===== src/rtl/icache_pkg.sv =====
// Line geometry and FSM encoding shared by the icache miss path and its refill responder.
package icache_pkg;

    localparam int LINE_BYTES     = 16;
    localparam int WORDS_PER_LINE = 4;
    localparam int OFFSET_W       = 4;
    localparam int WORD_BYTES     = 4;
    localparam int WORD_W         = 8 * WORD_BYTES;
    localparam int LINE_W         = 8 * LINE_BYTES;

    typedef enum logic [1:0] {
        IDLE = 2'd0,
        READ = 2'd1,
        WAIT = 2'd2,
        RESP = 2'd3
    } refill_state_t;

    typedef logic [LINE_W-1:0] line_t;

endpackage


===== src/rtl/icache_refill_responder.sv =====
// Fetches one 16-byte line as four sequential word reads from a fixed-latency memory
// and returns the assembled line over a valid/ready response channel.
//
//   state | meaning
//   IDLE  | no request held; ready for a new line
//   READ  | single-cycle read strobe for word word_idx
//   WAIT  | counting down MEM_LAT cycles until the word arrives
//   RESP  | full line presented, waiting for resp_ready
module icache_refill_responder
    import icache_pkg::*;
#(
    parameter int ADDR_W  = 64,
    parameter int MEM_LAT = 1
) (
    input  logic              clk,
    input  logic              rst,
    input  logic              req_valid,
    output logic              req_ready,
    input  logic [ADDR_W-1:0] req_addr,
    output logic              resp_valid,
    input  logic              resp_ready,
    output logic [ADDR_W-1:0] resp_addr,
    output logic [LINE_W-1:0] resp_data,
    output logic              mem_rd_en,
    output logic [ADDR_W-1:0] mem_rd_addr,
    input  logic [WORD_W-1:0] mem_rd_data
);

    localparam logic [3:0] LAT_INIT = 4'(MEM_LAT);

    refill_state_t     state;
    refill_state_t     state_nxt;
    logic [ADDR_W-1:0] line_addr;
    logic [1:0]        word_idx;
    logic [3:0]        lat_cnt;
    line_t             line_q;
    logic              hs;
    logic              beat_done;
    logic [ADDR_W-1:0] word_addr;

    // Offset bits are dropped on purpose; the line is always fetched from its base.
    logic unused_offset;
    assign unused_offset = &{1'b0, req_addr[OFFSET_W-1:0]};

    assign hs        = req_valid && req_ready;
    assign beat_done = (state == WAIT) && (lat_cnt == 4'd1);
    // line_addr has a zero offset, so adding at most 12 never carries out of the line.
    assign word_addr = line_addr + ADDR_W'({word_idx, 2'b00});

    always_ff @(posedge clk) begin
        if (rst) begin
            state <= IDLE;
        end else begin
            state <= state_nxt;
        end
    end

    always_comb begin
        state_nxt = state;
        case (state)
            IDLE: if (hs) state_nxt = READ;
            READ: state_nxt = WAIT;
            WAIT: begin
                if (beat_done) state_nxt = (word_idx == 2'd3) ? RESP : READ;
            end
            RESP: begin
                if (resp_ready) state_nxt = hs ? READ : IDLE;
            end
            default: state_nxt = IDLE;
        endcase
    end

    always_comb begin
        req_ready   = (state == IDLE) || ((state == RESP) && resp_ready);
        resp_valid  = (state == RESP);
        resp_addr   = (state == RESP) ? line_addr : '0;
        resp_data   = line_q;
        mem_rd_en   = (state == READ);
        mem_rd_addr = (state == READ) ? word_addr : '0;
    end

    always_ff @(posedge clk) begin
        if (rst) begin
            line_addr <= '0;
            word_idx  <= '0;
            lat_cnt   <= '0;
            line_q    <= '0;
        end else if (hs) begin
            line_addr <= {req_addr[ADDR_W-1:OFFSET_W], {OFFSET_W{1'b0}}};
            word_idx  <= '0;
        end else begin
            case (state)
                READ: lat_cnt <= LAT_INIT;
                WAIT: begin
                    if (beat_done) begin
                        line_q[{word_idx, 5'b0} +: WORD_W] <= mem_rd_data;
                        lat_cnt                            <= '0;
                        if (word_idx != 2'd3) word_idx <= word_idx + 2'd1;
                    end else begin
                        lat_cnt <= lat_cnt - 4'd1;
                    end
                end
                default: ;
            endcase
        end
    end

endmodule


===== config.mk =====
export PLATFORM = sky130hd
export DESIGN_NAME = icache_refill_responder
export DESIGN_NICKNAME = d
export VERILOG_FILES = /design/src/rtl/icache_pkg.sv /design/src/rtl/icache_refill_responder.sv
export SDC_FILE = /design/constraint.sdc
export NUM_CORES = 1
export LEC_CHECK = 0
export ABC_AREA = 1
export BUFFER_PORTS_ARGS = -buffer_cell sky130_fd_sc_hd__buf_2
export CAP_MARGIN = 30
export CORE_ASPECT_RATIO = 0.7
export CORE_MARGIN = 4
export CORE_UTILIZATION = 51
export CTS_CLUSTER_DIAMETER = 50
export CTS_CLUSTER_SIZE = 28
export DETAILED_ROUTE_END_ITERATION = 10
export PLACE_DENSITY = 0.81
export SLEW_MARGIN = 10
export SYNTH_ARGS = -nofsm -noshare
export SYNTH_HDL_FRONTEND = slang
export SYNTH_SLANG_ARGS = --single-unit

===== constraint.sdc =====
create_clock -name clk -period 2.7 [get_ports clk]
set_input_delay 0.135 -clock clk [delete_from_list [all_inputs] [get_ports clk]]
set_output_delay 0.135 -clock clk [all_outputs]
set_load 0.01 [all_outputs]

* Word level (Yosys, flattened, before mapping)
Index checks and enable logic that the tools add are counted.
Word-level totals: ROM bits 0, output and inout bits 259, bits in registers 196, word-level logic and storage cells 43, bits in latches 0, memory bits (writable) 0, memories 0, bits of input ports 100
Operators by class: $lt $le $gt $ge 0, mux-type cells 11, divide/modulo/power cells 0, multipliers 0, add/subtract/negate cells 4, reductions and logical operators 11, bitwise operators 1, shifts and indexed selects 2, equality and inequality tests 9
Operators by type and width (count):
- $bwmux W128 | 1
- $mux W64 | 2
- $shift A32 B9 Y128 const A | 1
- $shiftx A32 B9 Y128 | 1
- $add A64 B4 Y64 | 1
- $neg A7 Y9 | 1
- $reduce_and A3 Y1 | 3
- $mux W2 | 4
- $pmux W2 S4 | 1
- $pmux W4 S2 | 1
- $eq A2 B2 Y1 const B | 3
- $ne A2 B2 Y1 const B | 3
- $eq A4 B1 Y1 const B | 1
- $mux W4 | 1
- $sub A4 B1 Y4 const B | 1
- $logic_and A1 B1 Y1 | 3
- $add A2 B1 Y2 const B | 1
- $eq A2 B1 Y1 const B | 1
- $logic_not A2 Y1 | 1
- $ne A2 B1 Y1 const B | 1
- $reduce_and A2 Y1 | 1
- $reduce_bool A2 Y1 | 1
- $reduce_or A2 Y1 | 1
- $logic_or A1 B1 Y1 | 1
- 2 further kinds | 2

* Depth between registers and ports, before layout
depth in word-level cells 7, depth in mapped cells 11, mapped depth without buffers 9

* Least setup slack after synthesis
Ideal clock, no wire load.
kind flip-flop to flip-flop, start point reg word_idx[0], end point reg line_q[117] (netlist: resp_data[117]), setup time 0.064 ns, cell stages (with the launch flop) 10, data required time 2.636 ns, buffers on the path 4, data arrival time 2.037 ns, path slack 0.599 ns, clock period less this slack 2.101 ns, path through dfxtp_1 > buf_2 > inv_1 > clkbuf_1 > ha_1 > buf_2 > clkbuf_1 > nor4_1 > nor2_1 > nor2_1
On the way: word-level cells in the longest chain between the ends 3, elaborated cells on any way between the ends 4, classes of those cells 1 x add/sub; 2 x shift; 1 x mux
Ends and longest elaborated chain:
- start, declared | line icache_refill_responder.sv:34 | logic [1:0] word_idx;
- start signal, assigned | line icache_refill_responder.sv:98 | if (word_idx != 2'd3) word_idx <= word_idx + 2'd1;
- $neg A7 Y9 (*) | line icache_refill_responder.sv:96 | line_q[{word_idx, 5'b0} +: WORD_W] <= mem_rd_data;
- $shiftx A32 B9 Y128 / $shift A32 B9 Y128 (equally long branches) | line icache_refill_responder.sv:96
- $bwmux W128 (*) | line icache_refill_responder.sv:96
- end signal, assigned by index | line icache_refill_responder.sv:96
- end, declared | line icache_refill_responder.sv:36 | line_t line_q;
Mark *: on every way between the ends. The rest lies on a longest branch, timed or not. A chain may end at the register's enable or synchronous reset.

* Worst setup path after layout
start point reg state[1], end point out mem_rd_addr[10]
On the way: word-level cells in the longest chain between the ends 2
Ends and longest elaborated chain:
- start, declared | line icache_refill_responder.sv:31 | refill_state_t state;
- start signal, assigned | line icache_refill_responder.sv:54 | state <= state_nxt;
- $eq A2 B1 Y1 | line icache_refill_responder.sv:79 | mem_rd_addr = (state == READ) ? word_addr : '0;
- $mux W64 | line icache_refill_responder.sv:79
- end, declared | line icache_refill_responder.sv:25 | output logic [ADDR_W-1:0] mem_rd_addr,
No other way between the ends.

==> impl_metrics.py <==
metrics = {
    "run_status": {
        "status": "finished clean",
    },
    "cells_and_area": {
        "nets": 2231,
        "drive_gt1_frac": 0.2059,
        "area_growth_pct": 27.84,
        "fin_cells": 2408,
        "diodes": 0,
    },
    "setup_path": {
        "cp_slowest_cell": "ha_2",
        "critPathTopFamily": "buffers and inverters",
        "max_stage_delay_ns": 0.63,
        "crit_required_ns": 2.57,
        "worst-path-max-fanout": 32,
        "worstSetupPathType": "reg -> out",
        "r2r-start": "state[0]$_SDFFE_PP0P_",
        "startpoint": "state[1]$_SDFFE_PP0P_",
        "timing.critical_path.buf_inv": 4,
        "cp-start-kind": "flop",
        "path_cells": "inv_1 > ha_2 > buf_12 > nand2_1 > inv_1 > buf_2",
        "r2r_cells": 9,
        "arrival_ns": 2.19,
        "cpMostUsedCell": "inv_1",
        "endpoint_kind": "primary output",
        "cp_num_cells": 6,
    },
    "route": {
        "wl_mm": 34.29,
        "drt_iter0_drc": 1173,
        "ant_nets": 0,
        "vias_per_cell": 4.855,
        "vias": 11690,
        "dr.pass1.iters": 6,
        "detail_route.wl_per_cell_um": 14.24,
        "drc_errors": 0,
    },
    "synthesis": {
        "yosysWarnings": 0,
        "yosysUniqueCellTypes": 29,
        "yosys_register_bits": 196,
        "synthCells": 1780,
        "syn-cell-area_um2": 10690,
        "yosysSeqAreaShare": 0.3671,
        "avgSynthCellArea_um2": 6.005,
    },
    "placement": {
        "dp_hpwl_mm": 24.70,
        "globalplace.congestion": 0.9333,
        "place_inst": 2316,
        "place.port_buffers": 348,
    },
    "timing": {
        "finalMaxSlewViolations": 0,
        "worstMarginPinSlew_ns": 0.8245,
        "period_share": 0.8605,
        "fmax_ghz": 0.4304,
        "rsz0062_at_grt": "false",
        "setup_viol": 0,
        "hold_viol": 0,
        "fin_tns_setup_ns": 0,
        "min_period_ns": 2.323,
        "fin_skew_ns": 0.01404,
        "timing.slew.headroom": 0.4453,
    },
    "clock_tree": {
        "path_clk_slew_ns": 0.07,
        "clockBufferDepth": 2,
        "cts_hold_buf": 60,
        "cts_max_level": 4,
        "clk_latency_ns": 0.45,
        "cts_made_buffers": 17,
        "cts_tree": "yes",
        "ctsResizeCount": 0,
        "root_buffer": "clkbuf_16",
        "postCtsSetupBuffers": 0,
        "clkSinkCount": 196,
    },
    "power_and_ir_drop": {
        "switching_share": 0.3572,
        "ir_drop_uv": 534.1,
        "p_per_area_nw_per_um2": 590.8,
        "p_int_mw": 5.189,
        "pwr-share-clk": 0.319,
        "pwr-share-comb": 0.263,
        "p_leak_nw": 8.233,
        "seq_power_share": 0.419,
        "power.switching_mw": 2.884,
    },
    "floorplanning": {
        "initial_core_util": 0.5178,
        "die_y_um": 129.1,
        "ios": 359,
        "fp-row-count": 44,
        "core_area_um2": 20640,
        "chipWidth_um": 181.0,
        "dieArea_um2": 23380,
    },
    "global_route": {
        "overflow": 0,
        "grt_antenna_before_repair": 0,
        "track_usage": 0.2763,
        "grt_pass1_wl_mm": 52.65,
        "grt_pass1_vias": 10270,
        "grt_max_degree": 74,
    },
    "hold_path": {
        "min_path_type": "in -> reg",
        "hold-path-cell-count": 3,
        "min_from": "req_addr[41]",
    },
    "job": {
        "drv_cap": 0,
    },
}
[cells in the mapped netlist]
master / n / area share
clkinv_1: 1 / 0.00035
a21oi_1: 4 / 0.0019
nand3_4: 2 / 0.0033
nor4_1: 17 / 0.0099
dfxtp_1: 196 / 0.37
nor2_4: 1 / 0.0011
inv_2: 8 / 0.0028
nand3_2: 2 / 0.0019
inv_1: 392 / 0.14
buf_2: 45 / 0.021
clkbuf_1: 39 / 0.014
nor2_2: 3 / 0.0018
o21a_1: 1 / 0.00070
ha_1: 12 / 0.014
o211ai_1: 1 / 0.00070
nand2_2: 2 / 0.0012
nor3_1: 2 / 0.00094
buf_6: 7 / 0.0074
buf_4: 14 / 0.0098
conb_1: 1 / 0.00035
nor2_1: 331 / 0.12
a21boi_1: 1 / 0.00070
buf_1: 22 / 0.0077
nand2_4: 2 / 0.0021
nand4_1: 114 / 0.067
o21ai_0: 62 / 0.029
xor2_1: 2 / 0.0016
nand3_1: 35 / 0.016
nand2_1: 461 / 0.16
[worst min-delay path: stages]
cell,delay [ns]
buf_2,0.12
o21ai_0,0.09
nor2_1,0.08
[flip-flops by register name, indices dropped and copies added, names as in the netlist]
| name | cells |
|---|---|
| lat_cnt | 4 |
| line_addr | 60 |
| resp_data | 128 |
| state | 2 |
| word_idx | 2 |
[kinds of logic after synthesis]
logic type / after synthesis / share of synthesized area
DFF: 196 / 0.3671
adders and majority gates: 12 / 0.01405
buffers and inverters: 528 / 0.2005
xor gates and xnor gates: 2 / 0.001639
and+or+nand+nor: 972 / 0.3834
AOI/OAI and AO/OA: 69 / 0.03301
other: 1 / 0.0003508
[final timing paths]
| kind | to | slack, ns |
|---|---|---|
| worst min register to register | line_addr[62]$_SDFFE_PP0P_ | 0.50 |
| worst min-delay path | line_addr[41]$_SDFFE_PP0P_ | 0.02 |
| worst max-delay path | mem_rd_addr[10] | 0.38 |
| worst max register to register | resp_data[56]$_SDFFE_PP0P_ | 0.42 |
[cell type report]
type                       count  area, µm²
fill                        1892       6980
clock buffer                  17      425.4
inverter                     401       1508
timing repair buffer         442       2648
tap                          276      345.3
sequential                   196       3925
multi-input combinational   1061       4648
clock inverter                15      165.2
[routing by layer]
layer	routed length [µm]	GRT usage
met5	0	0
met4	833	0.08955
met3	3422	0.08053
met2	15240	0.4316
met1	14790	0.3729
[power groups by stage]
stage          logic, mW  registers (mW)  clock network (mW)
6_report            2.12            3.38                2.57
5_1_grt             2.35            3.42                2.73
2_1_floorplan       1.42            3.39                   0
3_5_place_dp        2.00            3.44                   0
3_3_place_gp        1.94            3.43                   0
4_1_cts             2.08            3.38                2.61
[metrics by stage]
| step | utilization | hold WS [ns] | instance area, µm² | power, mW | setup slack (ns) |
|---|---|---|---|---|---|
| floorplan | - | 0.2041 | 10710 | 4.805 | 0.5988 |
| global placement | 0.6032 | 0.3830 | 12450 | 5.370 | 0.5393 |
| detailed placement | 0.6042 | 0.3911 | 12470 | 5.444 | 0.4594 |
| CTS | 0.6619 | 0.004815 | 13660 | 8.071 | 0.4062 |
| global route | 0.6619 | 0.02754 | 13660 | 8.492 | 0.1840 |
| finish | 0.6619 | 0.02370 | 13660 | 8.073 | 0.3767 |
[layout by cell type (no fill, tap or decap), types with 8 or more instances in the layout]
| master | instances |
|---|---|
| nand2_1 | 461 |
| inv_1 | 391 |
| buf_2 | 348 |
| nor2_1 | 331 |
| dfxtp_1 | 195 |
| nand4_1 | 114 |
| o21ai_0 | 62 |
| dlygate4sd3_1 | 60 |
| nand3_1 | 35 |
| buf_4 | 30 |
| nor4_1 | 17 |
| clkbuf_16 | 17 |
| ha_1 | 9 |
| inv_2 | 8 |
Power figures use the tool's default switching activity.
